[src/rtl/mul8_pkg.sv]
// Shared definitions for the sequential 8x8 multiplier: FSM encoding,
// step count and the per-step partial-product alignment.
package mul8_pkg;

  localparam int OP_W   = 8;
  localparam int PROD_W = 16;
  localparam int NIB_W  = 4;
  localparam int NSTEPS = 4;

  localparam logic [1:0] LAST_STEP = 2'(NSTEPS - 1);

  typedef enum logic [1:0] {
    IDLE = 2'd0,
    MUL  = 2'd1,
    DONE = 2'd2
  } state_t;

  // Left shift that aligns each nibble product: aL*bL, aH*bL, aL*bH, aH*bH.
  function automatic logic [3:0] step_shift(input logic [1:0] step);
    logic [3:0] sh;
    case (step)
      2'd0:    sh = 4'd0;
      2'd1:    sh = 4'd4;
      2'd2:    sh = 4'd4;
      2'd3:    sh = 4'd8;
      default: sh = 4'd0;
    endcase
    return sh;
  endfunction

endpackage

[src/rtl/mul8_seq_ctrl_if.sv]
// Operand/product handshake bundle between a requester/consumer and the
// sequential multiplier.
interface mul8_seq_ctrl_if;
  import mul8_pkg::*;

  logic              in_valid;
  logic              in_ready;
  logic [OP_W-1:0]   a;
  logic [OP_W-1:0]   b;
  logic              out_valid;
  logic              out_ready;
  logic [PROD_W-1:0] p;
  logic              busy;

  modport master (
    output in_valid, a, b, out_ready,
    input  in_ready, out_valid, p, busy
  );

  modport slave (
    input  in_valid, a, b, out_ready,
    output in_ready, out_valid, p, busy
  );

endinterface

[src/rtl/mul8_seq_ctrl_arr_mul.sv]
// Purely combinational 4x4 unsigned array multiplier (shift-and-add rows).
module arr_mul (
  input  logic [3:0] x,
  input  logic [3:0] y,
  output logic [7:0] prod
);

  // One row of the array per multiplier bit.
  always_comb begin
    prod = 8'd0;
    for (int i = 0; i < 4; i++) begin
      if (y[i]) begin
        prod = prod + ({4'd0, x} << i);
      end else begin
        prod = prod;
      end
    end
  end

endmodule

[src/rtl/mul8_seq_ctrl.sv]
// Sequential 8x8 unsigned multiplier: one shared 4x4 array multiplier is
// stepped over the four nibble pairs and the aligned results accumulated.
module mul8_seq_ctrl
  import mul8_pkg::*;
(
  input  logic           clk,
  input  logic           rst,
  mul8_seq_ctrl_if.slave bus
);

  state_t            state;
  state_t            state_nxt;
  logic [1:0]        step;
  logic [OP_W-1:0]   op_a;
  logic [OP_W-1:0]   op_b;
  logic [PROD_W-1:0] acc;
  logic [PROD_W-1:0] acc_nxt;
  logic [PROD_W-1:0] prod;
  logic [NIB_W-1:0]  nib_a;
  logic [NIB_W-1:0]  nib_b;
  logic [7:0]        part;
  logic              in_ready_q;
  logic              out_valid_q;
  logic              busy_q;
  logic              in_ready_nxt;
  logic              out_valid_nxt;
  logic              busy_nxt;
  logic              xfer;

  assign xfer = bus.in_valid && in_ready_q;

  // Step bit 0 picks the multiplicand nibble, step bit 1 the multiplier nibble.
  assign nib_a = step[0] ? op_a[7:4] : op_a[3:0];
  assign nib_b = step[1] ? op_b[7:4] : op_b[3:0];

  arr_mul u_arr_mul (
    .x    (nib_a),
    .y    (nib_b),
    .prod (part)
  );

  assign acc_nxt = acc + ({8'd0, part} << step_shift(step));

  // State register.
  always_ff @(posedge clk) begin
    if (rst) begin
      state <= IDLE;
    end else begin
      state <= state_nxt;
    end
  end

  // Next-state logic.
  always_comb begin
    state_nxt = state;
    case (state)
      IDLE: begin
        if (xfer) state_nxt = MUL;
        else      state_nxt = IDLE;
      end
      MUL: begin
        if (step == LAST_STEP) state_nxt = DONE;
        else                   state_nxt = MUL;
      end
      DONE: begin
        if (bus.out_ready) state_nxt = IDLE;
        else               state_nxt = DONE;
      end
      default: state_nxt = IDLE;
    endcase
  end

  // Handshake outputs decoded from the upcoming state so they register cleanly.
  always_comb begin
    in_ready_nxt  = 1'b0;
    out_valid_nxt = 1'b0;
    busy_nxt      = 1'b1;
    case (state_nxt)
      IDLE: begin
        in_ready_nxt = 1'b1;
        busy_nxt     = 1'b0;
      end
      MUL: begin
        busy_nxt = 1'b1;
      end
      DONE: begin
        out_valid_nxt = 1'b1;
      end
      default: begin
        in_ready_nxt = 1'b1;
        busy_nxt     = 1'b0;
      end
    endcase
  end

  // Output registers.
  always_ff @(posedge clk) begin
    if (rst) begin
      in_ready_q  <= 1'b1;
      out_valid_q <= 1'b0;
      busy_q      <= 1'b0;
    end else begin
      in_ready_q  <= in_ready_nxt;
      out_valid_q <= out_valid_nxt;
      busy_q      <= busy_nxt;
    end
  end

  // Operand capture, step counter and accumulator; prod only moves on the final step.
  always_ff @(posedge clk) begin
    if (rst) begin
      op_a <= 8'd0;
      op_b <= 8'd0;
      step <= 2'd0;
      acc  <= 16'd0;
      prod <= 16'd0;
    end else begin
      case (state)
        IDLE: begin
          if (xfer) begin
            op_a <= bus.a;
            op_b <= bus.b;
            step <= 2'd0;
            acc  <= 16'd0;
          end else begin
            op_a <= op_a;
          end
        end
        MUL: begin
          acc  <= acc_nxt;
          step <= step + 2'd1;
          if (step == LAST_STEP) begin
            prod <= acc_nxt;
          end else begin
            prod <= prod;
          end
        end
        default: begin
          acc <= acc;
        end
      endcase
    end
  end

  assign bus.in_ready  = in_ready_q;
  assign bus.out_valid = out_valid_q;
  assign bus.busy      = busy_q;
  assign bus.p         = prod;

endmodule

[src/flat_wrapper.sv]
// flat-port wrapper written by rule: the top's interface ports become plain ports
module mul8_seq_ctrl_flat import mul8_pkg::*;
  (clk, rst, bus_in_valid, bus_a, bus_b, bus_out_ready, bus_in_ready, bus_out_valid, bus_p, bus_busy);
  mul8_seq_ctrl_if bus_i ();
  input  logic clk;
  input  logic rst;
  input wire logic [$bits(bus_i.in_valid)-1:0] bus_in_valid;
  input wire logic [$bits(bus_i.a)-1:0] bus_a;
  input wire logic [$bits(bus_i.b)-1:0] bus_b;
  input wire logic [$bits(bus_i.out_ready)-1:0] bus_out_ready;
  output wire logic [$bits(bus_i.in_ready)-1:0] bus_in_ready;
  output wire logic [$bits(bus_i.out_valid)-1:0] bus_out_valid;
  output wire logic [$bits(bus_i.p)-1:0] bus_p;
  output wire logic [$bits(bus_i.busy)-1:0] bus_busy;
  assign bus_i.in_valid = bus_in_valid;
  assign bus_i.a = bus_a;
  assign bus_i.b = bus_b;
  assign bus_i.out_ready = bus_out_ready;
  assign bus_in_ready = bus_i.in_ready;
  assign bus_out_valid = bus_i.out_valid;
  assign bus_p = bus_i.p;
  assign bus_busy = bus_i.busy;
  mul8_seq_ctrl u_core (.clk(clk), .rst(rst), .bus(bus_i));
endmodule
[config.mk]
export PLATFORM = sky130hd
export DESIGN_NAME = mul8_seq_ctrl_flat
export DESIGN_NICKNAME = d
export VERILOG_FILES = /design/src/rtl/mul8_pkg.sv /design/src/rtl/mul8_seq_ctrl_if.sv /design/src/rtl/mul8_seq_ctrl_arr_mul.sv /design/src/rtl/mul8_seq_ctrl.sv /design/src/flat_wrapper.sv
export SDC_FILE = /design/constraint.sdc
export NUM_CORES = 1
export LEC_CHECK = 0
export CORE_MARGIN = 8
export CORE_UTILIZATION = 59
export CTS_BUF_LIST = sky130_fd_sc_hd__clkbuf_4 sky130_fd_sc_hd__clkbuf_8
export DETAILED_ROUTE_END_ITERATION = 10
export DONT_BUFFER_PORTS = 1
export PLACE_DENSITY = 0.73
export SLEW_MARGIN = 20
export SYNTH_ARGS = -nofsm -noshare
export SYNTH_HDL_FRONTEND = slang
export SYNTH_SLANG_ARGS = --single-unit
export TNS_END_PERCENT = 10
[constraint.sdc]
create_clock -name clk -period 11.3 [get_ports clk]
set_clock_uncertainty 0.2 [all_clocks]
set_input_delay 2.825 -clock clk [delete_from_list [all_inputs] [get_ports clk]]
set_output_delay 2.825 -clock clk [all_outputs]
set_load 0.02 [all_outputs]
==> results.md <==
- Die Span X: 94.8 um
- Row count: 28
- Finished Core Util: 63.6%
- First-pass GRT wire length: 14,600 um
- EDFF count, synth: 0
- Mapped Cells: 470
- Peak Freq: 0.151 GHz
- DRC errors left: 0
- Die H: 94.8 um
- Initial core utilization: 61.5%
- Tot GR Track Use: 19.8%
- Io pins: 39
- Drt first pass iters: 5
- Synth area leader: dfxtp_1
- R2R setup slack: 4.70 ns
- Post-synth top area share: 30.1%
- Leak: 1.51 nW
- Count of different cell masters after synthesis: 63
- Worst Path Class, Setup: reg -> reg
- Main synth FF type: dfxtp_1
- Xor and xnor area share after synthesis: 3.11%
- Clock transition at path regs: 0.11 ns
- Cts bufs inserted: 5
- Complex-gate fraction of the synthesized area: 23.3%
- Endpoints failing setup: 0
- H-tree depth reported by CTS: 2
- Reg2Reg Capture Point: u_core.acc[11]
- Vias in the first global route: 3,130
- PostCTS Resize Cnt: 0
- Launch point of the worst path: u_core.step[0]
- FF/Latch Area: 1100 sq um
- Port Buf Inserts: 0
- Area growth syn-to-layout: 3.45%
- Mux share of post-synthesis cell area: 4.68%
- Ys Warns: 0
- Layout fillers: 575
- DR vias/cell: 6.08
- Buffer count from post-CTS setup fixing: 0
- Synth top area cells: dfxtp_1 30%, ha_1 9.2%, nand2_1 8.6%
- Routability Congestion: 0.928
- Crit share post-route: 58.4%
- Final min period: 6.60 ns
- Detailed Route Iter0 Violations: 215
- Sequential-to-total area share from yosys stat: 30.1%
- Antenna diodes: 0
- Worst slew pin tran: 0.960 ns
- # nets final: 505
- R2R depth: 25
- Simple-Gate Fraction of Synth Area: 23.4%
- Layout cells sized above 1: 7.88%
- Final hold violation count: 0
- Crit path required time: 11.32 ns
- Critical path fanouts, max: 9
- PwrDens: 111 nW/um^2
- Remaining antenna violation count: 0
- Worst setup path endpoint: u_core.acc[11]
- Final setup margin: 4.70 ns
- CTS Root Cell: clkbuf_8
- CTS sink count: 55
- Post-synth design cell area: 3660 sq um
- RSZ-0062 raised after global routing: no
- Setup WS pre-CTS: 4.78 ns
- CP endpoint kind: flip-flop
- Largest family of logic cells by synthesized area: simple AND/OR/NAND/NOR gates
- Headroom to the max-slew limit: 36.0%
- Routed WL: 8720 um
- Multi-input logic area: 2390 sq um
- CTS tree: yes
- Synth Area in Adders: 10.6%
- Worst r2r src: u_core.step[0]
- Syn Nets: 519
- Die area: 8980 sq um
- Total of max-cap violations: 0
- Largest net degree at the start of global routing: 61
- CP arrival: 6.62 ns
- Post-synthesis register bit count: 55
- Startpoint Class: flip-flop
- Asr flop ratio synth: 0%
- Maximum clock path buffer count: 2
- GRT overflow: 0
- # hold bufs at CTS: 0
- Worst min path class: reg -> reg
- Clk Latency, worst-skew pair: 0.32 ns
- Initial antenna violation count: 0
- Status: completed
- Fin. max-slew vios: 0
- Total negative setup slack: 0 ns
- DP HPWL: 6440 um
- Core area: 5960 sq um
- Maximum vdd drop: 0.0801 mV
- Syn Area/Cell: 7.79 sq um
- Routed len/inst: 16.4 um
- Vias post-DR: 3,232
-- cell usage after synthesis (5+ instances only) --
cell type,instances
a21oi_1,57
a31oi_1,5
clkbuf_1,19
nor2_1,39
inv_1,15
nor3_1,11
nand2_1,84
ha_1,27
o21ai_0,12
dfxtp_1,55
xor2_1,5
o21a_1,6
nor2b_1,6
nand3_1,27
o21ai_1,5
nand2b_1,5
xnor2_1,8
-- flip-flops by register name (all words and copies together) (netlist names) --
| register | cells |
|---|---|
| u_core.bus.in_ready | 1 |
| u_core.bus.p | 16 |
| u_core.op_a | 8 |
| u_core.step | 2 |
| u_core.state | 2 |
| u_core.bus.busy | 1 |
| u_core.acc | 16 |
| u_core.op_b | 8 |
| u_core.bus.out_valid | 1 |
-- cells by family (layout without fill, tap and decap cells) --
family / Yosys count / in the layout
buffers and inverters: 40 / 27
flip-flops: 55 / 55
AO/OA/AOI/OAI: 127 / 127
adder cells (fa/ha/maj): 30 / 30
XOR/XNOR: 13 / 13
multiplexers: 13 / 13
AND/OR/NAND/NOR: 192 / 192
-- worst min path at each step --
stage / from / endpoint / depth (start not counted)
after floorplan: u_core.op_a[4] / u_core.op_a[4] / 2
after global placement: u_core.op_b[5] / u_core.op_b[5] / 2
after detailed placement: u_core.op_b[5] / u_core.op_b[5] / 2
after CTS: u_core.op_b[5] / u_core.op_b[5] / 2
after global routing: u_core.op_b[5] / u_core.op_b[5] / 2
final: u_core.op_b[1] / u_core.op_b[1] / 2
-- layout by cell type, fill, tap and decap left out, drive strengths merged, types with 3 or more instances in the layout --
master	instances
nor4	3
dfxtp	55
nand2b	6
a21oi	57
mux2	7
a21o	4
a211o	3
nand2	85
nor2b	6
nand3	27
a31oi	5
a211oi	4
and2	4
or3	3
clkbuf	5
nor2	39
o21a	6
o21ai	17
ha	27
o211ai	4
o211a	4
nor3	11
o31ai	6
xor2	5
mux2i	6
xnor2	8
inv	17
-- through the flow --
step           std cells  hold WS, ns  power [mW]  area, sq um
6_report             532        0.257       0.421         3790
5_1_grt              532        0.269       0.440         3790
4_1_cts              532        0.257       0.424         3790
3_5_place_dp         524        0.243       0.286         3660
3_3_place_gp         524        0.234       0.284         3660
2_1_floorplan        470        0.233       0.274         3660
-- routing by layer --
metal / GRT usage [%] / wire length, um / vias up
li1: - / - / 1631
met1: 24.9 / 3890 / 1518
met2: 33.1 / 4230 / 73
met4: 6.89 / 121 / 0
met5: 0 / 0 / -
met3: 3.57 / 483 / 10
-- worst max-delay path: stages (launching register included) --
cell	delay (ns)
dfxtp_1	0.58
mux2_4	0.41
inv_4	0.13
nor2_1	0.06
ha_1	0.28
ha_1	0.32
o211ai_1	0.37
nand2_2	0.10
xnor2_1	0.20
ha_1	0.25
o21a_1	0.21
o31ai_2	0.31
ha_1	0.29
a21o_1	0.18
a21oi_1	0.16
xnor2_1	0.09
mux2_2	0.29
o211a_1	0.21
ha_1	0.20
or3_1	0.39
o21ai_1	0.27
o21ai_0	0.24
o21a_1	0.24
or3_1	0.33
nand3_1	0.11
a21oi_1	0.06
-- area by class of cell --
type | count | share of cell area (%)
inverters | 17 | 1.82
repair buffers | 2 | 0.396
well taps | 75 | 2.48
flip-flops and latches | 55 | 29.1
multi-input cells | 375 | 63.0
clock inverters | 3 | 1.45
clock buffers | 5 | 1.82
-- report_power, final --
group | switching, mW | leakage, nW | internal [mW]
registers | 0.00678 | 0.446 | 0.200
clock network | 0.0708 | 0.0611 | 0.0683
logic | 0.0483 | 1.00 | 0.0265
Note: power is estimated with default switching activity, not from simulation.
